`config.mk`:
```
export PLATFORM = sky130hd
export DESIGN_NAME = imem_loader
export DESIGN_NICKNAME = d
export VERILOG_FILES = /design/src/rtl/imem_loader.sv
export SDC_FILE = /design/constraint.sdc
export NUM_CORES = 1
export LEC_CHECK = 0
export CAP_MARGIN = 20
export CORE_MARGIN = 4
export CORE_UTILIZATION = 45
export DETAILED_ROUTE_END_ITERATION = 10
export GPL_ROUTABILITY_DRIVEN = 0
export HOLD_SLACK_MARGIN = 0.12
export PLACE_DENSITY = 0.74
export SYNTH_ARGS = -nofsm -noshare
export SYNTH_HDL_FRONTEND = slang
export SYNTH_SLANG_ARGS = --single-unit
```
`constraint.sdc`:
```
create_clock -name clk -period 2.3 [get_ports clk]
set_clock_uncertainty 0.15 [all_clocks]
set_input_delay 0.46 -clock clk [delete_from_list [all_inputs] [get_ports clk]]
set_output_delay 0.46 -clock clk [all_outputs]
set_load 0.02 [all_outputs]
```
`src/rtl/imem_loader.sv`:
```
// -----------------------------------------------------------------------------
// imem_loader
//
// Write-side companion to the byte-wide instruction memory. Program words
// arrive over a valid/ready stream. Each word is written into IMEM as four
// consecutive byte writes in little-endian order: byte0 goes to the word
// address and byte3 goes to the word address + 3. The processor core is held
// in reset while a load is in progress. It is released when the word marked
// "last" has been written, or when the program runs off the top of IMEM.
//
// Parameters
//   ADDR_W     IMEM byte-address width
//   BASE_ADDR  byte address of the first word (multiple of 4)
//
// Ports
//   clk           rising-edge clock
//   reset         asynchronous, active-low reset
//   start         begin a load session (honoured only in IDLE/DONE)
//   word_valid    word_data/word_last are valid
//   word_data     32-bit program word
//   word_last     marks the final word of the program
//   word_ready    loader accepts a word this cycle (RECV only)
//   mem_we        IMEM byte write enable
//   mem_addr      IMEM byte address
//   mem_wdata     IMEM byte data
//   core_hold     1 = hold the processor in reset (RECV/WRITE)
//   done          load finished (level)
//   overflow_err  program exceeded IMEM (sticky until the next start)
// -----------------------------------------------------------------------------
module imem_loader #(
  parameter int ADDR_W    = 10,
  parameter int BASE_ADDR = 0
) (
  input  logic              clk,
  input  logic              reset,
  input  logic              start,
  input  logic              word_valid,
  input  logic [31:0]       word_data,
  input  logic              word_last,
  output logic              word_ready,
  output logic              mem_we,
  output logic [ADDR_W-1:0] mem_addr,
  output logic [7:0]        mem_wdata,
  output logic              core_hold,
  output logic              done,
  output logic              overflow_err
);

  typedef enum logic [1:0] {
    S_IDLE,
    S_RECV,
    S_WRITE,
    S_DONE
  } state_t;

  localparam logic [ADDR_W-1:0] BASE     = ADDR_W'(BASE_ADDR);
  localparam logic [ADDR_W-1:0] TOP_WORD = ADDR_W'((1 << ADDR_W) - 4);
  localparam logic [ADDR_W-1:0] ADDR_ONE = ADDR_W'(1);
  localparam logic [ADDR_W-1:0] ADDR_WRD = ADDR_W'(4);

  state_t            state;
  logic [ADDR_W-1:0] word_addr;
  logic [1:0]        byte_idx;
  logic [23:0]       byte_buf;
  logic              last_buf;

  // Every output is a register. Each output is updated on the same edge
  // where the state changes, so the outputs always match the current state.
  //
  // byte0 of an accepted word goes out on the accept edge. The remaining
  // three bytes are kept in byte_buf and shifted down one byte per WRITE
  // cycle. byte_idx records which byte is currently on mem_wdata. Because
  // word_addr is always 4-byte aligned, mem_addr can simply step by one
  // within a word and never carries out of the word.
  always_ff @(posedge clk or negedge reset) begin
    if (!reset) begin
      state        <= S_IDLE;
      word_addr    <= BASE;
      byte_idx     <= 2'd0;
      byte_buf     <= 24'h0;
      last_buf     <= 1'b0;
      word_ready   <= 1'b0;
      mem_we       <= 1'b0;
      mem_addr     <= '0;
      mem_wdata    <= 8'h00;
      core_hold    <= 1'b0;
      done         <= 1'b0;
      overflow_err <= 1'b0;
    end else begin
      case (state)
        // IDLE and DONE both wait for start. start opens a new session at
        // BASE_ADDR and clears any status left over from the previous one.
        S_IDLE, S_DONE: begin
          if (start) begin
            state        <= S_RECV;
            word_addr    <= BASE;
            word_ready   <= 1'b1;
            core_hold    <= 1'b1;
            done         <= 1'b0;
            overflow_err <= 1'b0;
          end
        end

        // Wait for the producer. On a handshake, latch the word and
        // present its first byte immediately.
        S_RECV: begin
          if (word_valid) begin
            state      <= S_WRITE;
            word_ready <= 1'b0;
            byte_idx   <= 2'd0;
            byte_buf   <= word_data[31:8];
            last_buf   <= word_last;
            mem_we     <= 1'b1;
            mem_addr   <= word_addr;
            mem_wdata  <= word_data[7:0];
          end
        end

        // Four write cycles per word. After the fourth cycle, decide where
        // to go next. The last flag takes priority over the top-of-memory
        // check, so a program that ends exactly on the top word is not
        // flagged as an overflow.
        S_WRITE: begin
          if (byte_idx != 2'd3) begin
            byte_idx  <= byte_idx + 2'd1;
            mem_addr  <= mem_addr + ADDR_ONE;
            mem_wdata <= byte_buf[7:0];
            byte_buf  <= {8'h00, byte_buf[23:8]};
          end else begin
            mem_we    <= 1'b0;
            word_addr <= word_addr + ADDR_WRD;
            if (last_buf) begin
              state     <= S_DONE;
              core_hold <= 1'b0;
              done      <= 1'b1;
            end else if (word_addr == TOP_WORD) begin
              state        <= S_DONE;
              core_hold    <= 1'b0;
              done         <= 1'b1;
              overflow_err <= 1'b1;
            end else begin
              state      <= S_RECV;
              word_ready <= 1'b1;
            end
          end
        end

        default: begin
          state      <= S_IDLE;
          word_ready <= 1'b0;
          mem_we     <= 1'b0;
          core_hold  <= 1'b0;
          done       <= 1'b0;
        end
      endcase
    end
  end

endmodule

```
Yosys cells after proc, flatten, opt, wreduce, memory -nomap -nowiden
Index checks and enable logic that the tools add are counted.
{"block": "totals", "out_inout_bits": 23, "romBits": 0, "reg_bits": 62, "latch_bits": 0, "inputBits": 37, "memories": 0, "ramBits": 0, "elab_cells": 82}
{"block": "op_classes", "n_lt_le_gt_ge": 0, "n_reduce_logical": 12, "mul": 0, "shifts": 0, "n_div": 0, "mux": 42, "addsub": 3, "n_eq_ne": 13, "n_bitwise": 0}
{"cell": "24-bit 2-to-1 mux", "n": 2}
{"cell": "24-bit one-hot mux with 2 select lines", "n": 1}
{"cell": "10-bit 2-to-1 mux", "n": 4}
{"cell": "10-bit one-hot mux with 2 select lines", "n": 2}
{"cell": "1-bit 2-to-1 mux", "n": 16}
{"cell": "8-bit 2-to-1 mux", "n": 2}
{"cell": "2-bit inequality test, second input constant", "n": 8}
{"cell": "8-bit one-hot mux with 2 select lines", "n": 1}
{"cell": "2-bit 2-to-1 mux", "n": 7}
{"cell": "3-bit AND reduction", "n": 4}
{"cell": "10-bit by 1-bit adder with 10-bit output, second input constant", "n": 1}
{"cell": "10-bit by 3-bit adder with 10-bit output, second input constant", "n": 1}
{"cell": "10-bit equality test, second input constant", "n": 1}
{"cell": "5-bit AND reduction", "n": 2}
{"cell": "1-bit one-hot mux with 2 select lines", "n": 4}
{"cell": "2-bit one-hot mux with 3 select lines", "n": 1}
{"cell": "2-bit equality test, second input constant", "n": 2}
{"cell": "2-bit one-hot mux with 2 select lines", "n": 1}
{"cell": "4-bit AND reduction", "n": 1}
{"cell": "2-bit nonzero test", "n": 2}
{"cell": "3-bit inequality test, second input constant", "n": 1}
{"cell": "1-bit one-hot mux with 3 select lines", "n": 1}
{"cell": "2-bit by 1-bit adder with 2-bit output, second input constant", "n": 1}
{"cell": "2-bit by 1-bit equality test with 1-bit output, second input constant", "n": 1}
{"cell": "3 further kinds", "n": 3}

Longest topological paths before layout
Gate-level depths: netlist (run 1).
{"block": "logic_depth", "depth_word": 5, "ltp_mapped": 9}

Worst setup path before layout (run 1)
Ideal clock, no wire load.
{"block": "synth_path", "path_kind": "register to register", "startpoint": "reg state[0]", "endpoint": "reg word_addr[6]", "required_time_ns": 2.072, "stages_incl_launch_ff": 8, "slack_ns": 0.125, "setup_time_ns": 0.078, "arrival_ns": 1.947, "synth_period_minus_slack_ns": 2.175, "path_cell_list": "dfrtp_1 -> inv_1 -> ha_1 -> nor2b_1 -> or4b_1 -> buf_2 -> or3_1 -> a21oi_1"}
{"block": "synth_between", "elab_chain_cells": 4}
{"item": "start, declared", "line_no": "61", "rtl": "state_t state;"}
{"item": "start signal, assigned", "line_no": "77", "rtl": "state <= S_IDLE;"}
{"item": "start signal, assigned", "line_no": "95", "rtl": "state <= S_RECV;"}
{"item": "start signal, assigned", "line_no": "108", "rtl": "state <= S_WRITE;"}
{"item": "2-bit equality test or 2-bit zero test (tied branches)", "line_no": "90", "rtl": "case (state)"}
{"item": "2-bit OR reduction", "line_no": "90"}
{"item": "2-bit inequality test (no source line) or 2-bit nonzero test (tied branches)"}
{"item": "3-bit AND reduction (no source line)"}
{"item": "end signal, assigned", "line_no": "131", "rtl": "word_addr <= word_addr + ADDR_WRD;"}
{"item": "end, declared", "line_no": "62", "rtl": "logic [ADDR_W-1:0] word_addr;"}
Parallel ways exist; a longest one is shown, timed or not.
A chain may end at the register's enable or synchronous reset.

Worst setup path after layout (run 1)
{"block": "layout_path", "startpoint": "reg state[0]", "endpoint": "reg word_addr[9]"}
The elaborated chain is that of the path after synthesis.

==> results of run 1 <==
[per-stage QoR]
step                power [mW]  area, um^2  worst slack (ns)
floorplan                 3.00        2970             0.125
finish                    4.81        3960             0.105
global route              5.19        3960            0.0125
detailed placement        3.87        3750            0.0383
global placement          3.80        3750            0.0649
CTS                       4.84        3960             0.124
[cell usage after synthesis (2+ instances only)]
cell type,instances
or3_1,4
a31o_2,2
inv_1,5
nor3_1,4
a21oi_1,12
and3_1,4
a2111oi_0,2
a22o_1,4
nor2b_1,2
nand4_1,2
a21o_1,3
a22oi_1,4
ha_1,5
buf_2,4
nand3b_1,2
a2bb2oi_1,4
mux2i_1,26
nor2_1,12
nand2_1,62
and2_1,2
o21ai_0,35
clkbuf_1,12
buf_1,2
nand4b_1,4
a41o_1,2
dfrtp_1,60
nand3_1,16
[sequential cells by signal (all words and copies together) (netlist names)]
signal	flops
byte_buf	24
mem_addr	10
mem_wdata	8
word_addr	8
byte_idx	2
state	2
core_hold	1
done	1
last_buf	1
mem_we	1
overflow_err	1
word_ready	1
[worst paths after layout]
kind                                   start            to  slack, ns  depth (start not counted)
worst max-delay path                state[0]  word_addr[9]       0.10                          8
worst min-delay path            byte_buf[17]  byte_buf[17]       0.32                          2
worst max register to register      state[0]  word_addr[9]       0.10                          8
worst min register to register  byte_buf[17]  byte_buf[17]       0.32                          2
max in group asynchronous              reset   mem_addr[5]       1.22                          3
min in group asynchronous              reset   byte_idx[0]       0.50                          3
[layout by cell type (no fill, tap or decap), drive strengths merged, types with 3 or more instances in the layout]
cell / instances
nand3: 16
ha: 5
a22o: 4
nor2: 12
clkbuf: 9
or3: 4
and3: 4
inv: 7
o21ai: 35
clkdlybuf4s50: 58
nand2: 62
nor3: 4
nand4b: 4
a21oi: 12
clkinvlp: 3
buf: 19
a21o: 3
a22oi: 4
nor2b: 3
mux2i: 26
a2bb2oi: 4
dfrtp: 60
[cells by family after synthesis]
kind of cell | synth area share
flip-flops | 0.505
XOR/XNOR | 0.00295
AND/OR/NAND/NOR | 0.193
adder cells (fa/ha/maj) | 0.0210
buffers and inverters | 0.0345
AO/OA/AOI/OAI | 0.152
multiplexers | 0.0913
[per-layer routing]
metal / vias up / wire length [um]
li1: 1249 / -
met1: 1181 / 3240
met4: 0 / 68
met3: 6 / 336
met5: - / 0
met2: 66 / 3310
[power breakdown]
part / internal [mW] / switching [mW] / leakage [nW]
clock: 0.505 / 0.451 / 0.0923
sequential: 1.45 / 0.266 / 0.764
combinational: 0.989 / 1.15 / 0.888
total: 2.94 / 1.86 / 1.74
[worst max-delay path, cell delays in order (launching register included)]
cell	delay (ns)
dfrtp_1	0.40
inv_1	0.07
ha_2	0.30
nor2b_1	0.16
buf_4	0.15
nor4_1	0.35
buf_4	0.21
a31oi_1	0.09
a41o_1	0.21
[layout make-up]
cell class,instances,area [um^2],area share
Inverter,5,18.8,0.00474
Clock buffer,9,124,0.0313
Multi-Input combinational cell,227,1370,0.347
Clock inverter,7,75.1,0.0190
Tap cell,77,96.3,0.0244
Timing Repair Buffer,78,768,0.194
Sequential cell,60,1500,0.380
==> qor.yml, run 1 <==
logic_synthesis:
  yosys.area.top_type: "dfrtp_1"
  synth_area_leaders: "dfrtp_1, mux2i_1, nand2_1"
  synth-edff-count: 0
  postSynthCellCount: 311
  syn-mean-instance-area_um2: 9.56
  synthArstFlopShare: 1.00
  synth_nets: 353
  ys_types: 42
  yosysWarnings: 0
  yosys.area.top_type_share: 0.505
  netlist_area_um2: 2970
  ys_seq_area_frac: 0.505
  ys_ff_latch: 60
  synth_flop_cell: "dfrtp_1"
placed_design:
  dp.cells: 446
  dpl.hpwl_um: 4910
  io_buffers: 59
clock_tree:
  cts.hold.buffers_added: 1
  cts.sinks: 60
  cts.repair.resized: 0
  h-tree-depth: 3
  clockBufferDepth: 2
  cts_buffers: 9
  cts_setup_buffers: 0
  clk_latency_ns: 0.33
  clockRootBuffer: "clkbuf_8"
  cts_tree: "built"
  clkTransAtPathRegs_ns: 0.07
floorplanning:
  dieWidth_um: 89.3
  initial_core_util: 0.466
  rows: 29
  dieArea_um2: 7970
  io-pin-count: 60
  die_y_um: 89.3
  core-area_um2: 6390
final_layout:
  drive_above_1_share: 0.109
  post-route-util: 0.620
  instances_no_fill: 463
  diodes: 0
  n_fill_cell: 552
  area_delta_synth_final_pct: 33.0
  num-nets-final: 423
grt:
  grt_use_met1: 0.258
  grtUsageMet2: 0.301
  grt_pass1_vias: 2469
  grt_usage: 0.190
  grt_pass1_wl_um: 11700
  grt_max_degree: 61
  antenna_found_initial: 0
  grt-ovfl-total: 0
  gr-max-usage-layer: "met2"
  use_met3: 0.0470
sta:
  rsz0062_at_grt: "false"
  relSlewSlack: 0.700
  fin_crit_ns: 2.20
  maxSlewViolCount: 0
  final_hold_viol_count: 0
  final.setup.tns_ns: 0
  whs_ns: 0.323
  fmax_mhz: 455
  worst_pin_slew_ns: 0.437
  fin_crit_sh: 0.955
  setup_viol: 0
outcome:
  status: "finished, final reports clean"
drt:
  wirelength_um: 6960
  drtAntennaViolNets: 0
  vias: 2502
  wl_per_cell_um: 15.0
  drtPass1Iterations: 4
  viasPerCell: 5.40
  drc: 0
  drt_iter0_markers: 199
run:
  cap_violations: 0
pwr:
  ir_drop_uv: 841
  cellPowerDensity_nw_per_um2: 1220
  p_leak_nw: 1.74
worst_setup_path:
  worstPathRequired_ns: 2.37
  cp-end-kind: "register"
  critPathKind: "reg2reg"
  cp_max_fo: 6
  worstPathArrival_ns: 2.26
  cp-start-kind: "register"
worst_hold_path:
  hp-class: "reg2reg"
(Power assumes the default switching activity.)
==> inputs of run 2 (changes only) <==
Settings changed: ABC_AREA from default to 1.
==> run 2 against run 1 <==
Combinational power up 27%. Global-route usage shrank 2.1 points. Non-clock buffer count down 10. Utilization decreased by 3.1 points. Count of clock-buffer cells in the layout is 4 higher. First-iteration DRC count decreased by 29%.
==> qor.yml, run 2 <==
logic_synthesis:
  synth_most_common_cell: "nand2_1"
  netlist_area_um2: 3130  # +5.2%
  synthArstFlopShare: 1.00  # unchanged
  postSynthCellCount: 390  # +25%
  synth-edff-count: 0  # unchanged
  yosys.area.top_type_share: 0.480  # -0.0248
  synth_top_cells_by_count: "nand2_1, dfrtp_1, nor2_1"
  ys_ff_latch: 60  # unchanged
  syn-mean-instance-area_um2: 8.02  # -16%
  yosysWarnings: 0  # unchanged
  ys_types: 25  # -40%
  yosys.area.top_type: "dfrtp_1"
  synth_nets: 432  # +22%
  ys_seq_area_frac: 0.480  # -0.0248
  synth_area_leaders: "dfrtp_1, nand2_1, nor2_1"
  synth_flop_cell: "dfrtp_1"
drt:
  wl_met3_um: 299  # -11%
  drt-met1-wl_um: 3190  # -1.7%
  drtPass1Iterations: 4  # unchanged
  drc: 0  # unchanged
  wl_per_cell_um: 12.8  # -15%
  wl_met2_um: 3210  # -3.3%
  drt_iter0_markers: 142  # -29%
  drtAntennaViolNets: 0  # unchanged
  routed.top_layer: "met4"
  vias: 2689  # +7.5%
  wirelength_um: 6860  # -1.5%
  viasPerCell: 5.02  # -7.2%
worst_setup_path:
  cp-start-kind: "register"
  cpMaxStageDelayCell: "clkdlybuf4s50_1"
  cpLargestDelayFamily: "buffers and inverters"
  critPathKind: "reg2out"
  worstPathRequired_ns: 1.69  # -0.68 ns
  crit_path_max_incr_delay_ns: 0.65  # +0.25 ns
  reg2reg_slack_ns: 0.30  # +0.20 ns
  worstPathArrival_ns: 1.43  # -0.83 ns
  rr_endpoint: "mem_addr[2]"
  cp-end-kind: "output port"
  cp_max_fo: 5  # -1
  reg2reg_from: "state[0]"
  crit_chain: "clkdlybuf4s50_1"
  rr_worst_depth: 8  # unchanged
  cp_num_buf_inv: 1  # -2
floorplanning:
  dieWidth_um: 91.4  # +2.3%
  die_y_um: 91.4  # +2.3%
  initial_core_util: 0.463  # -0.00275
  core-area_um2: 6760  # +5.8%
  rows: 30  # +3.4%
  io-pin-count: 60  # unchanged
  dieArea_um2: 8350  # +4.7%
sta:
  relSlewSlack: 0.632  # -0.0679
  whs_ns: 0.322  # -0.000259 ns
  fin_crit_sh: 0.888  # -0.0663
  maxSlewViolCount: 0  # unchanged
  final.setup.tns_ns: 0  # unchanged
  fmax_mhz: 489  # +7.5%
  setup_viol: 0  # unchanged
  fin_crit_ns: 2.04  # -0.152 ns
  layout_setup_ws_ns: 0.257  # +0.152 ns
  rsz0062_at_grt: "false"
  final_hold_viol_count: 0  # unchanged
  worst_pin_slew_ns: 0.552  # +0.114 ns
clock_tree:
  cts.hold.buffers_added: 1  # unchanged
  clockBufferDepth: 2  # unchanged
  cts_buffers: 9  # unchanged
  cts.repair.resized: 0  # unchanged
  cts.sinks: 60  # unchanged
  clkTransAtPathRegs_ns: 0.07  # about the same
  clk_latency_ns: 0.33  # about the same
  cts_setup_buffers: 0  # unchanged
  h-tree-depth: 3  # unchanged
  clockRootBuffer: "clkbuf_8"
  cts_tree: "built"
final_layout:
  top_register: "byte_buf"
  layout_common_cells: "nand2_1, dfrtp_1, clkdlybuf4s50_1"
  post-route-util: 0.589  # -0.0308
  drive_above_1_share: 0.105  # -0.00355
  instances_no_fill: 536  # +16%
  num-nets-final: 493  # +17%
  design_area_um2: 3980  # +0.54%
  area_delta_synth_final_pct: 27.2
  final_common_cell: "nand2_1"
  largest_reg_flops: 24  # unchanged
  largestRegisters: "byte_buf: 24 flops, mem_addr: 10 flops"
  n_fill_cell: 582  # +5.4%
  diodes: 0  # unchanged
outcome:
  status: "finished, final reports clean"
pwr:
  total_power_mw: 5.38  # +12%
  p_leak_nw: 1.90  # +9.2%
  ir_drop_uv: 760  # -9.7%
  cellPowerDensity_nw_per_um2: 1350  # +11%
run:
  cap_violations: 0  # unchanged
worst_hold_path:
  whs_endpoint: "overflow_err"
  holdPathStages: 2  # unchanged
  min-delay-start: "overflow_err"
  hp-class: "reg2reg"
placed_design:
  place_ws_ns: 0.177  # +0.139 ns
  dpl.hpwl_um: 5000  # +1.8%
  dp.cells: 519  # +16%
  io_buffers: 59  # unchanged
  dpl_cell_area_um2: 3790  # +1.1%
grt:
  grt-ovfl-total: 0  # unchanged
  grt_pass1_wl_um: 11400  # -2.1%
  grt_pass1_vias: 2444  # -1.0%
  grt_usage: 0.169  # -0.0207
  antenna_found_initial: 0  # unchanged
  grt_max_degree: 40  # -34%
-- run 2: cell types whose count changed after synthesis, moves of 10 or more --
cell and change:
clkbuf_1 -10, inv_1 +30, mux2i_1 -26, nand2_1 +41, nor2_1 +45, o31ai_2 +14
-- run 2: final cells by class --
class                           count  area (um^2)  share of cell area
Clock buffer                       13          159              0.0399
Clock inverter                      3         21.3             0.00535
Inverter                           39          146              0.0368
Multi-Input combinational cell    273         1370               0.344
Sequential cell                    60         1500               0.377
Tap cell                           80          100              0.0252
Timing Repair Buffer               68          681               0.171
-- run 2: logic make-up (layout without fill, tap and decap cells) --
family / count (synthesis) / count (layout) / share of synthesized area
AO/OA/AOI/OAI: 70 / 70 / 0.153
AND/OR/NAND/NOR: 196 / 196 / 0.259
buffers and inverters: 57 / 123 / 0.0824
XOR/XNOR: 2 / 2 / 0.00560
adder cells (fa/ha/maj): 5 / 5 / 0.0200
flip-flops: 60 / 60 / 0.480
-- run 2: how the worst max path moves through the flow --
stage,start,endpoint,cells after the start
finish,mem_addr[3],mem_addr[3],1
global route,state[0],mem_addr[2],8
CTS,mem_addr[3],mem_addr[3],1
detailed placement,word_valid,byte_buf[8],7
global placement,word_valid,mem_addr[2],7
floorplan,state[0],word_addr[4],8
-- run 2: metal layers --
layer,up-vias,track usage
li1,1386,-
met1,1227,0.228
met2,61,0.261
met3,15,0.0381
met4,0,0.0741
met5,-,0
-- run 2: worst reg2reg max path: cells and delay by family (launching register included) --
family                     cells  cell delay, ns
AOI/OAI and AO/OA              3            0.36
DFF                            1            0.39
and+or+nand+nor                2            0.31
buffers and inverters          2            0.32
adders and majority gates      1            0.40
-- run 2: power by group --
part	leakage [nW]	internal [mW]	switching [mW]	total (mW)
logic	1.05	1.09	1.63	2.72
clock network	0.0896	0.451	0.409	0.859
registers	0.760	1.52	0.282	1.80
